<file path="src/rtl/lfsr_pkg.sv">
// lfsr_pkg: shared definitions for the LFSR random-byte server.
//   DEFAULT_SEED : LFSR value after reset and the lock-up replacement value
//   TAP_MASK     : feedback taps {7,3,2,1} of the 8-bit many-to-one LFSR
//   state_e      : server FSM states
//   lfsr_next()  : one LFSR step, next = {s[6:0], s[7]^s[3]^s[2]^s[1]}
package lfsr_pkg;

   localparam logic [7:0] DEFAULT_SEED = 8'hBD;
   localparam logic [7:0] TAP_MASK     = 8'b1000_1110;

   typedef enum logic [1:0] {
      ST_IDLE  = 2'd0,
      ST_SHIFT = 2'd1,
      ST_GRANT = 2'd2
   } state_e;

   function automatic logic [7:0] lfsr_next(input logic [7:0] s);
      return {s[6:0], ^(s & TAP_MASK)};
   endfunction

endpackage

</file>
<file path="src/rtl/lfsr8_core.sv">
// lfsr8_core: 8-bit many-to-one LFSR register.
// Ports:
//   clk, rst_n : clock, synchronous active-low reset (state -> DEFAULT_SEED)
//   load       : load load_val (has priority over shift)
//   load_val   : value to load
//   shift      : advance one step
//   state      : current LFSR value
// Build option: LFSR_LOCKUP_GUARD_EN replaces an all-zero seed, and an
// all-zero state found while shifting, with DEFAULT_SEED.
module lfsr8_core
   import lfsr_pkg::*;
(
   input  logic       clk,
   input  logic       rst_n,
   input  logic       load,
   input  logic [7:0] load_val,
   input  logic       shift,
   output logic [7:0] state
);

   logic [7:0] w_load_val;
   logic [7:0] w_shift_val;

`ifdef LFSR_LOCKUP_GUARD_EN
   assign w_load_val  = (load_val == '0) ? DEFAULT_SEED : load_val;
   assign w_shift_val = (state == '0) ? DEFAULT_SEED : lfsr_next(state);
`else
   assign w_load_val  = load_val;
   assign w_shift_val = lfsr_next(state);
`endif

   always_ff @(posedge clk) begin
      if (!rst_n)
         state <= DEFAULT_SEED;
      else if (load)
         state <= w_load_val;
      else if (shift)
         state <= w_shift_val;
   end

endmodule

</file>
<file path="src/rtl/lfsr_rand_server.sv">
// lfsr_rand_server: round-robin server handing out LFSR random bytes.
// Ports:
//   clk, rst_n : clock, synchronous active-low reset
//   req        : per-requester level request, held until gnt
//   seed_load  : strobe loading seed_val into the LFSR, aborts a pending SHIFT
//   seed_val   : seed value
//   gnt        : one-hot single-cycle grant
//   rnd        : random byte, valid with gnt and held until the next grant
//   busy       : high whenever the FSM is not IDLE
// Build option: LFSR_LOCKUP_GUARD_EN (see lfsr8_core).
module lfsr_rand_server
   import lfsr_pkg::*;
#(
   parameter int unsigned N_REQ = 4,
   parameter int unsigned STEPS = 8
) (
   input  logic             clk,
   input  logic             rst_n,
   input  logic [N_REQ-1:0] req,
   input  logic             seed_load,
   input  logic [7:0]       seed_val,
   output logic [N_REQ-1:0] gnt,
   output logic [7:0]       rnd,
   output logic             busy
);

   localparam int unsigned    PW        = $clog2(N_REQ);
   localparam logic [PW-1:0]  LAST_REQ  = PW'(N_REQ - 1);
   localparam logic [7:0]     LAST_STEP = 8'(STEPS - 1);

   state_e        r_state;
   state_e        w_state_nxt;
   logic [PW-1:0] r_ptr;
   logic [PW-1:0] r_win;
   logic [7:0]    r_cnt;
   logic [7:0]    r_rnd;
   logic [7:0]    w_lfsr;
   logic          w_any;
   logic          w_hi_found;
   logic [PW-1:0] w_hi;
   logic [PW-1:0] w_lo;
   logic [PW-1:0] w_win;

   lfsr8_core u_lfsr (
      .clk      (clk),
      .rst_n    (rst_n),
      .load     (seed_load),
      .load_val (seed_val),
      .shift    (r_state == ST_SHIFT),
      .state    (w_lfsr)
   );

   // Round-robin with wrap: lowest set bit at or above ptr, otherwise the
   // lowest set bit overall.
   always_comb begin
      w_any      = 1'b0;
      w_hi_found = 1'b0;
      w_hi       = '0;
      w_lo       = '0;
      for (int unsigned i = 0; i < N_REQ; i++) begin
         if (req[PW'(i)]) begin
            if (!w_hi_found && (PW'(i) >= r_ptr)) begin
               w_hi_found = 1'b1;
               w_hi       = PW'(i);
            end
            if (!w_any) begin
               w_any = 1'b1;
               w_lo  = PW'(i);
            end
         end
      end
      w_win = w_hi_found ? w_hi : w_lo;
   end

   always_comb begin
      w_state_nxt = r_state;
      case (r_state)
         ST_IDLE:  if (!seed_load && w_any) w_state_nxt = ST_SHIFT;
         ST_SHIFT: begin
            if (seed_load)
               w_state_nxt = ST_IDLE;
            else if (r_cnt == LAST_STEP)
               w_state_nxt = ST_GRANT;
         end
         ST_GRANT: w_state_nxt = ST_IDLE;
         default:  w_state_nxt = ST_IDLE;
      endcase
   end

   always_ff @(posedge clk) begin
      if (!rst_n) begin
         r_state <= ST_IDLE;
         r_ptr   <= '0;
         r_win   <= '0;
         r_cnt   <= '0;
         r_rnd   <= '0;
      end else begin
         r_state <= w_state_nxt;
         case (r_state)
            ST_IDLE: begin
               r_cnt <= '0;
               if (!seed_load && w_any)
                  r_win <= w_win;
            end
            ST_SHIFT: r_cnt <= r_cnt + 8'd1;
            // Grant completes even when a seed load arrives this cycle;
            // the byte held afterwards is the pre-seed LFSR value.
            ST_GRANT: begin
               r_rnd <= w_lfsr;
               r_ptr <= (r_win == LAST_REQ) ? '0 : r_win + PW'(1);
            end
            default: ;
         endcase
      end
   end

   assign gnt  = (r_state == ST_GRANT) ? (N_REQ'(1) << r_win) : '0;
   assign rnd  = (r_state == ST_GRANT) ? w_lfsr : r_rnd;
   assign busy = (r_state != ST_IDLE);

endmodule

</file>
<file path="config.mk">
export PLATFORM = sky130hd
export DESIGN_NAME = lfsr_rand_server
export DESIGN_NICKNAME = d
export VERILOG_FILES = /design/src/rtl/lfsr_pkg.sv /design/src/rtl/lfsr8_core.sv /design/src/rtl/lfsr_rand_server.sv
export SDC_FILE = /design/constraint.sdc
export NUM_CORES = 1
export LEC_CHECK = 0
export BUFFER_PORTS_ARGS = -buffer_cell sky130_fd_sc_hd__buf_4
export CORE_ASPECT_RATIO = 0.9
export CORE_MARGIN = 4
export CORE_UTILIZATION = 40
export DETAILED_ROUTE_END_ITERATION = 6
export PLACE_DENSITY = 0.73
export SLEW_MARGIN = 10
export SYNTH_ARGS = -nofsm -noshare
export SYNTH_HDL_FRONTEND = slang
export SYNTH_HIERARCHICAL = 1
export SYNTH_SLANG_ARGS = --single-unit
</file>
<file path="constraint.sdc">
create_clock -name clk -period 1.4 [get_ports clk]
set_clock_uncertainty 0.1 [all_clocks]
set_input_delay 0.14 -clock clk [delete_from_list [all_inputs] [get_ports clk]]
set_output_delay 0.14 -clock clk [all_outputs]
set_load 0.01 [all_outputs]
</file>
### Word level (Yosys, flattened, before mapping)

Cells that the tools add are included.
W data, S select, Z words.

| word-level totals | value |
|---|---|
| bits in registers | 30 |
| output and inout port bits | 13 |

| cells by class | value |
|---|---|
| reduce and logical (&&, ||, !) cells | 15 |
| order comparisons | 4 |
| muxes and demuxes | 35 |
| $add $sub $neg | 2 |
| shift-type cells | 1 |
| equality and inequality tests | 6 |

Operator list:

| operator | number |
|---|---|
| $mux W2 | 13 |
| $mux W8 | 3 |
| $mux W1 | 16 |
| $pmux W8 S2 | 1 |
| $add A8 B1 Y8 const B | 1 |
| $eq A8 B3 Y1 const B | 1 |
| $reduce_xor A8 Y1 | 1 |
| $reduce_bool A2 Y1 | 3 |
| $eq A2 B2 Y1 const B | 2 |
| $ge A1 B2 Y1 const A | 2 |
| $ge A2 B2 Y1 const A | 2 |
| $logic_and A1 B1 Y1 | 4 |
| $logic_not A1 Y1 | 4 |
| $mux W4 | 1 |
| $pmux W2 S2 | 1 |
| $reduce_and A2 Y1 | 2 |
| $shl A1 B2 Y4 const A | 1 |
| $ne A3 B3 Y1 const B | 1 |
| $add A2 B1 Y2 const B | 1 |
| $eq A2 B1 Y1 const B | 1 |
| $logic_not A2 Y1 | 1 |
| $ne A2 B2 Y1 const B | 1 |

### Longest topological paths before layout

| depth | value |
|---|---|
| depth after elaboration | 16 |
| gate-level depth with buffers | 7 |

### Modules after synthesis

The synthesis kept the hierarchy.

By module, submodules not included:

| module | area an instance (um^2) | instances | sequential area each (um^2) | cells an instance |
|---|---|---|---|---|
| lfsr_rand_server | 1124.8 | 1 | 440.4 | 118 |
| lfsr8_core | 405.4 | 1 | 160.2 | 40 |

### Worst setup path after synthesis

Ideal clock, no wire load.

| timing | value |
|---|---|
| kind | reg-to-reg |
| start point | register r_state[1] |
| end point | register u_lfsr.state[2] |
| path slack | -0.067 ns |
| cell stages (with the launch flop) | 8 |
| required time | 1.183 ns |
| arrival time | 1.250 ns |
| library setup time | 0.117 ns |
| cells stage by stage | dfxtp_1 > buf_6 > nand2b_4 > inv_1 > buf_6 > mux2_2 > mux2i_1 > nand2_1 |

| on the way | value |
|---|---|
| cells in the longest elaborated chain, start to end | 2 |

RTL lines:

| what | RTL line | text |
|---|---|---|
| from (decl) | lfsr_rand_server.sv:31 | `state_e r_state;` |
| from (signal assigned) | lfsr_rand_server.sv:98 | `r_state <= w_state_nxt;` |
| $eq A2 B1 Y1 | lfsr_rand_server.sv:49 | `.shift (r_state == ST_SHIFT),` |
| $reduce_bool A2 Y1 (no source line) | n/a |  |
| to (signal assigned) | lfsr8_core.sv:36 | `state <= w_load_val;` |
| to (signal assigned) | lfsr8_core.sv:38 | `state <= w_shift_val;` |
| to (decl) | lfsr8_core.sv:18 | `output logic [7:0] state` |

No other way between the ends.
A chain may end at the register's enable or synchronous reset.

### Final worst setup path

| timing | value |
|---|---|
| start point | register r_state[1] |
| end point | output rnd[4] |

| on the way | value |
|---|---|
| cells in the longest elaborated chain, start to end | 2 |

RTL lines:

| what | RTL line | text |
|---|---|---|
| $eq A2 B2 Y1 | lfsr_rand_server.sv:118 | `assign rnd = (r_state == ST_GRANT) ? w_lfsr : r_rnd;` |
| $mux W8 | n/a |  |
| to (decl) | lfsr_rand_server.sv:23 | `output logic [7:0] rnd,` |

No other way between the ends.

==> reports/results.ini <==
[clocking]
insertion_delay_ps = 280
path_clk_slew_ps = 60
clk_path_buf_depth = 2
cts_buffers = 5
cts.sinks = 30
root_buffer = clkbuf_8
htreeDepth = 2
tritoncts = done

[layout]
final_area_sq_um = 2240
num_antenna_cells = 0
final_util_pct = 60.4
layout.cells.non_filler = 255
syn_to_final_growth_pct = 46.1
drive_gt1_share_pct = 43.1
final_nets = 229

[synthesis]
synth_top_flop_cell = dfxtp_1
synth_top_cell_area_share_pct = 39.2
synthArstFlopShare_pct = 0
synth_area_per_cell_sq_um = 9.68
synth_seq_area_share_pct = 39.2
ys_ff_latch = 30
synth.area.top_cells = dfxtp_1 (39%), mux2_2 (7.4%), mux2i_1 (5.9%)
synth_top_cell_by_area = dfxtp_1
syn_inst = 158
netlist_top_cells_count = dfxtp_1 (30), nand2_1 (14), and2_1 (13)
synth_most_common_cell = dfxtp_1
ys_types = 39
syn-cell-area_sq_um = 1530
synth_edf_count = 0
yosysWarningCount = 6
synth_nets = 178

[sta]
worst_slack_ps = -175
hold_viol_final = 0
period_minus_slack_ps = 1580
fin_crit_sh_pct = 113
fmax_ghz = 0.635
rsz0062_at_grt = yes
relSlewSlack_pct = 78.7
setup_viol = 19
worst_slew_pin_slew_ps = 318
whs_ps = 27.2
final_max_slew_viol_count = 0

[power_and_ir_drop]
leakage_nw = 0.949
vdd_drop_max_v = 0.000632
p_per_area_nw_per_um2 = 900

[hold_path]
hold_path_class = in2reg
hp-start = seed_val[1]

[placed_design]
io_buffers = 27
dpl.hpwl_um = 2270
dp.cells = 234
globalplace.congestion = 0.778
dpl_cell_area_sq_um = 1830

[die]
die_h_um = 66.7
rows = 21
die_w_um = 73.2
ioPinCount = 28
initial_core_util_pct = 41.3
die-area_sq_um = 4880
core_area_sq_um = 3700

[critical_path]
critPathMaxStageDelay_ps = 330
crit_path_frequent_cell = buf_6
reg2regPathDepth = 5
crit_chain = nor2b_4, buf_6, mux2_4, buf_6
worstSetupEndpointType = primary output
r2r_start = r_state[1]$_SDFFE_PN0P_
critPathTopFamily = flip-flops
critical_path_class = reg2out
endpoint = rnd[4]
startpoint_type = flip-flop
r2r-end = r_cnt[7]$_SDFFE_PN0P_
crit_buf_inv = 2
cp.arrival_ps = 1340
critPathSlowestCell = dfxtp_2
cp_max_fo = 5
crit_required_ps = 1160
ff2ff_setup_slack_ps = -50
crit_start = r_state[1]$_SDFFE_PN0P_
crit_cells = 4

[global_route]
grt_overflow_total = 0
top_usage_layer = met2
grt_max_degree = 24
grt_pass1_vias = 1258
grt_use_met3_pct = 5.88
met1_usage_pct = 19.1
grt_pass1_wl_um = 5680
grt.total_usage_pct = 15.3
antenna_found_initial = 0
use_met2_pct = 24.1

[detailed_routing]
drc_errors = 0
via_per_inst = 5.06
ant_nets = 0
drtPass1Iterations = 4
wl_per_cell_um = 13.8
route.vias.total = 1291
finalWirelength_um = 3530
first_iter_violations = 76

[job]
max-cap-violations = 0

[run_status]
violations = negative setup slack
status = complete, but fails checks

## where the power goes
group,internal [mW],switching (mW),total (mW),leakage (nW)
clock network,0.568,0.310,0.879,0.0573
logic,0.129,0.103,0.233,0.644
registers,0.877,0.0245,0.901,0.248
## cell usage in the layout, fill, tap and decap left out, drive strengths merged, types with 2 or more instances in the layout
master       instances
o32ai                2
dfxtp               30
a21oi                6
o21ai                2
and2                13
buf                 44
nand2b               5
nand3                3
xor2                 5
nand3b               2
dlygate4sd3          5
mux2                14
nand4b               2
ha                   5
xnor2                2
nor2b                2
clkbuf               6
or4                  3
mux2i                9
nor2                10
o211ai               2
inv                  8
nor3                 2
nand2               14
## state kept, by name (all words and copies together) (netlist names)
signal        flops
r_cnt             8
r_rnd             8
u_lfsr/state      8
r_ptr             2
r_state           2
r_win             2
## what timing repair did
action	CTS	global route
hold buffers	5	0
endpoints found under the hold margin	5	0
buffers inserted	3	5
setup endpoints to repair	19	27
pin swaps	5	11
gates resized for setup	27	22
cloned	0	1
## routing by layer
metal	vias up	routed length (um)
met5	-	0
met1	604	1700
li1	653	-
met4	0	25
met2	31	1620
met3	3	188
## tightest hold or removal path: stages
cell	delay, ps
buf_4	110
nand2_1	50
a21oi_1	50
## final cells by class
cell class | count | area [sq um]
Sequential cell | 30 | 612
Tap cell | 46 | 57.6
Timing Repair Buffer | 49 | 448
Clock inverter | 1 | 30.0
Inverter | 7 | 33.8
Multi-Input combinational cell | 115 | 966
Fill cell | 295 | 1470
Timing Repair inverter | 1 | 6.26
Clock buffer | 6 | 82.6
## stage by stage
stage / TNS, ps / total power [mW] / setup WS [ps]
after detailed placement: -84.9 / 1.11 / -19.9
final: -1860 / 2.01 / -175
after floorplan: -157 / 1.04 / -23.2
after global placement: 0 / 1.10 / 2.60
after global routing: -3100 / 2.10 / -222
after CTS: -2090 / 2.01 / -180
## cells by family (layout without fill, tap and decap cells)
| family | after synthesis | count (layout) | synth area share [%] |
|---|---|---|---|
| AO/OA/AOI/OAI | 20 | 20 | 8.91 |
| XOR/XNOR | 7 | 7 | 4.01 |
| adder cells (fa/ha/maj) | 5 | 5 | 4.09 |
| buffers and inverters | 13 | 64 | 4.82 |
| flip-flops | 30 | 30 | 39.2 |
| multiplexers | 23 | 23 | 17.2 |
| AND/OR/NAND/NOR | 60 | 60 | 21.7 |
## how the worst min path moves through the flow
stage / to / slack, ps / cells past startpoint
finish: u_lfsr/state[1]$_SDFFE_PN0P_ / 30 / 3
global route: u_lfsr/state[1]$_SDFFE_PN0P_ / 20 / 3
CTS: u_lfsr/state[1]$_SDFFE_PN0P_ / 20 / 3
detailed placement: u_lfsr/state[2]$_SDFFE_PN1P_ / 250 / 3
global placement: u_lfsr/state[3]$_SDFFE_PN1P_ / 240 / 3
floorplan: u_lfsr/state[2]$_SDFFE_PN1P_ / 160 / 2
(Power assumes the default switching activity.)
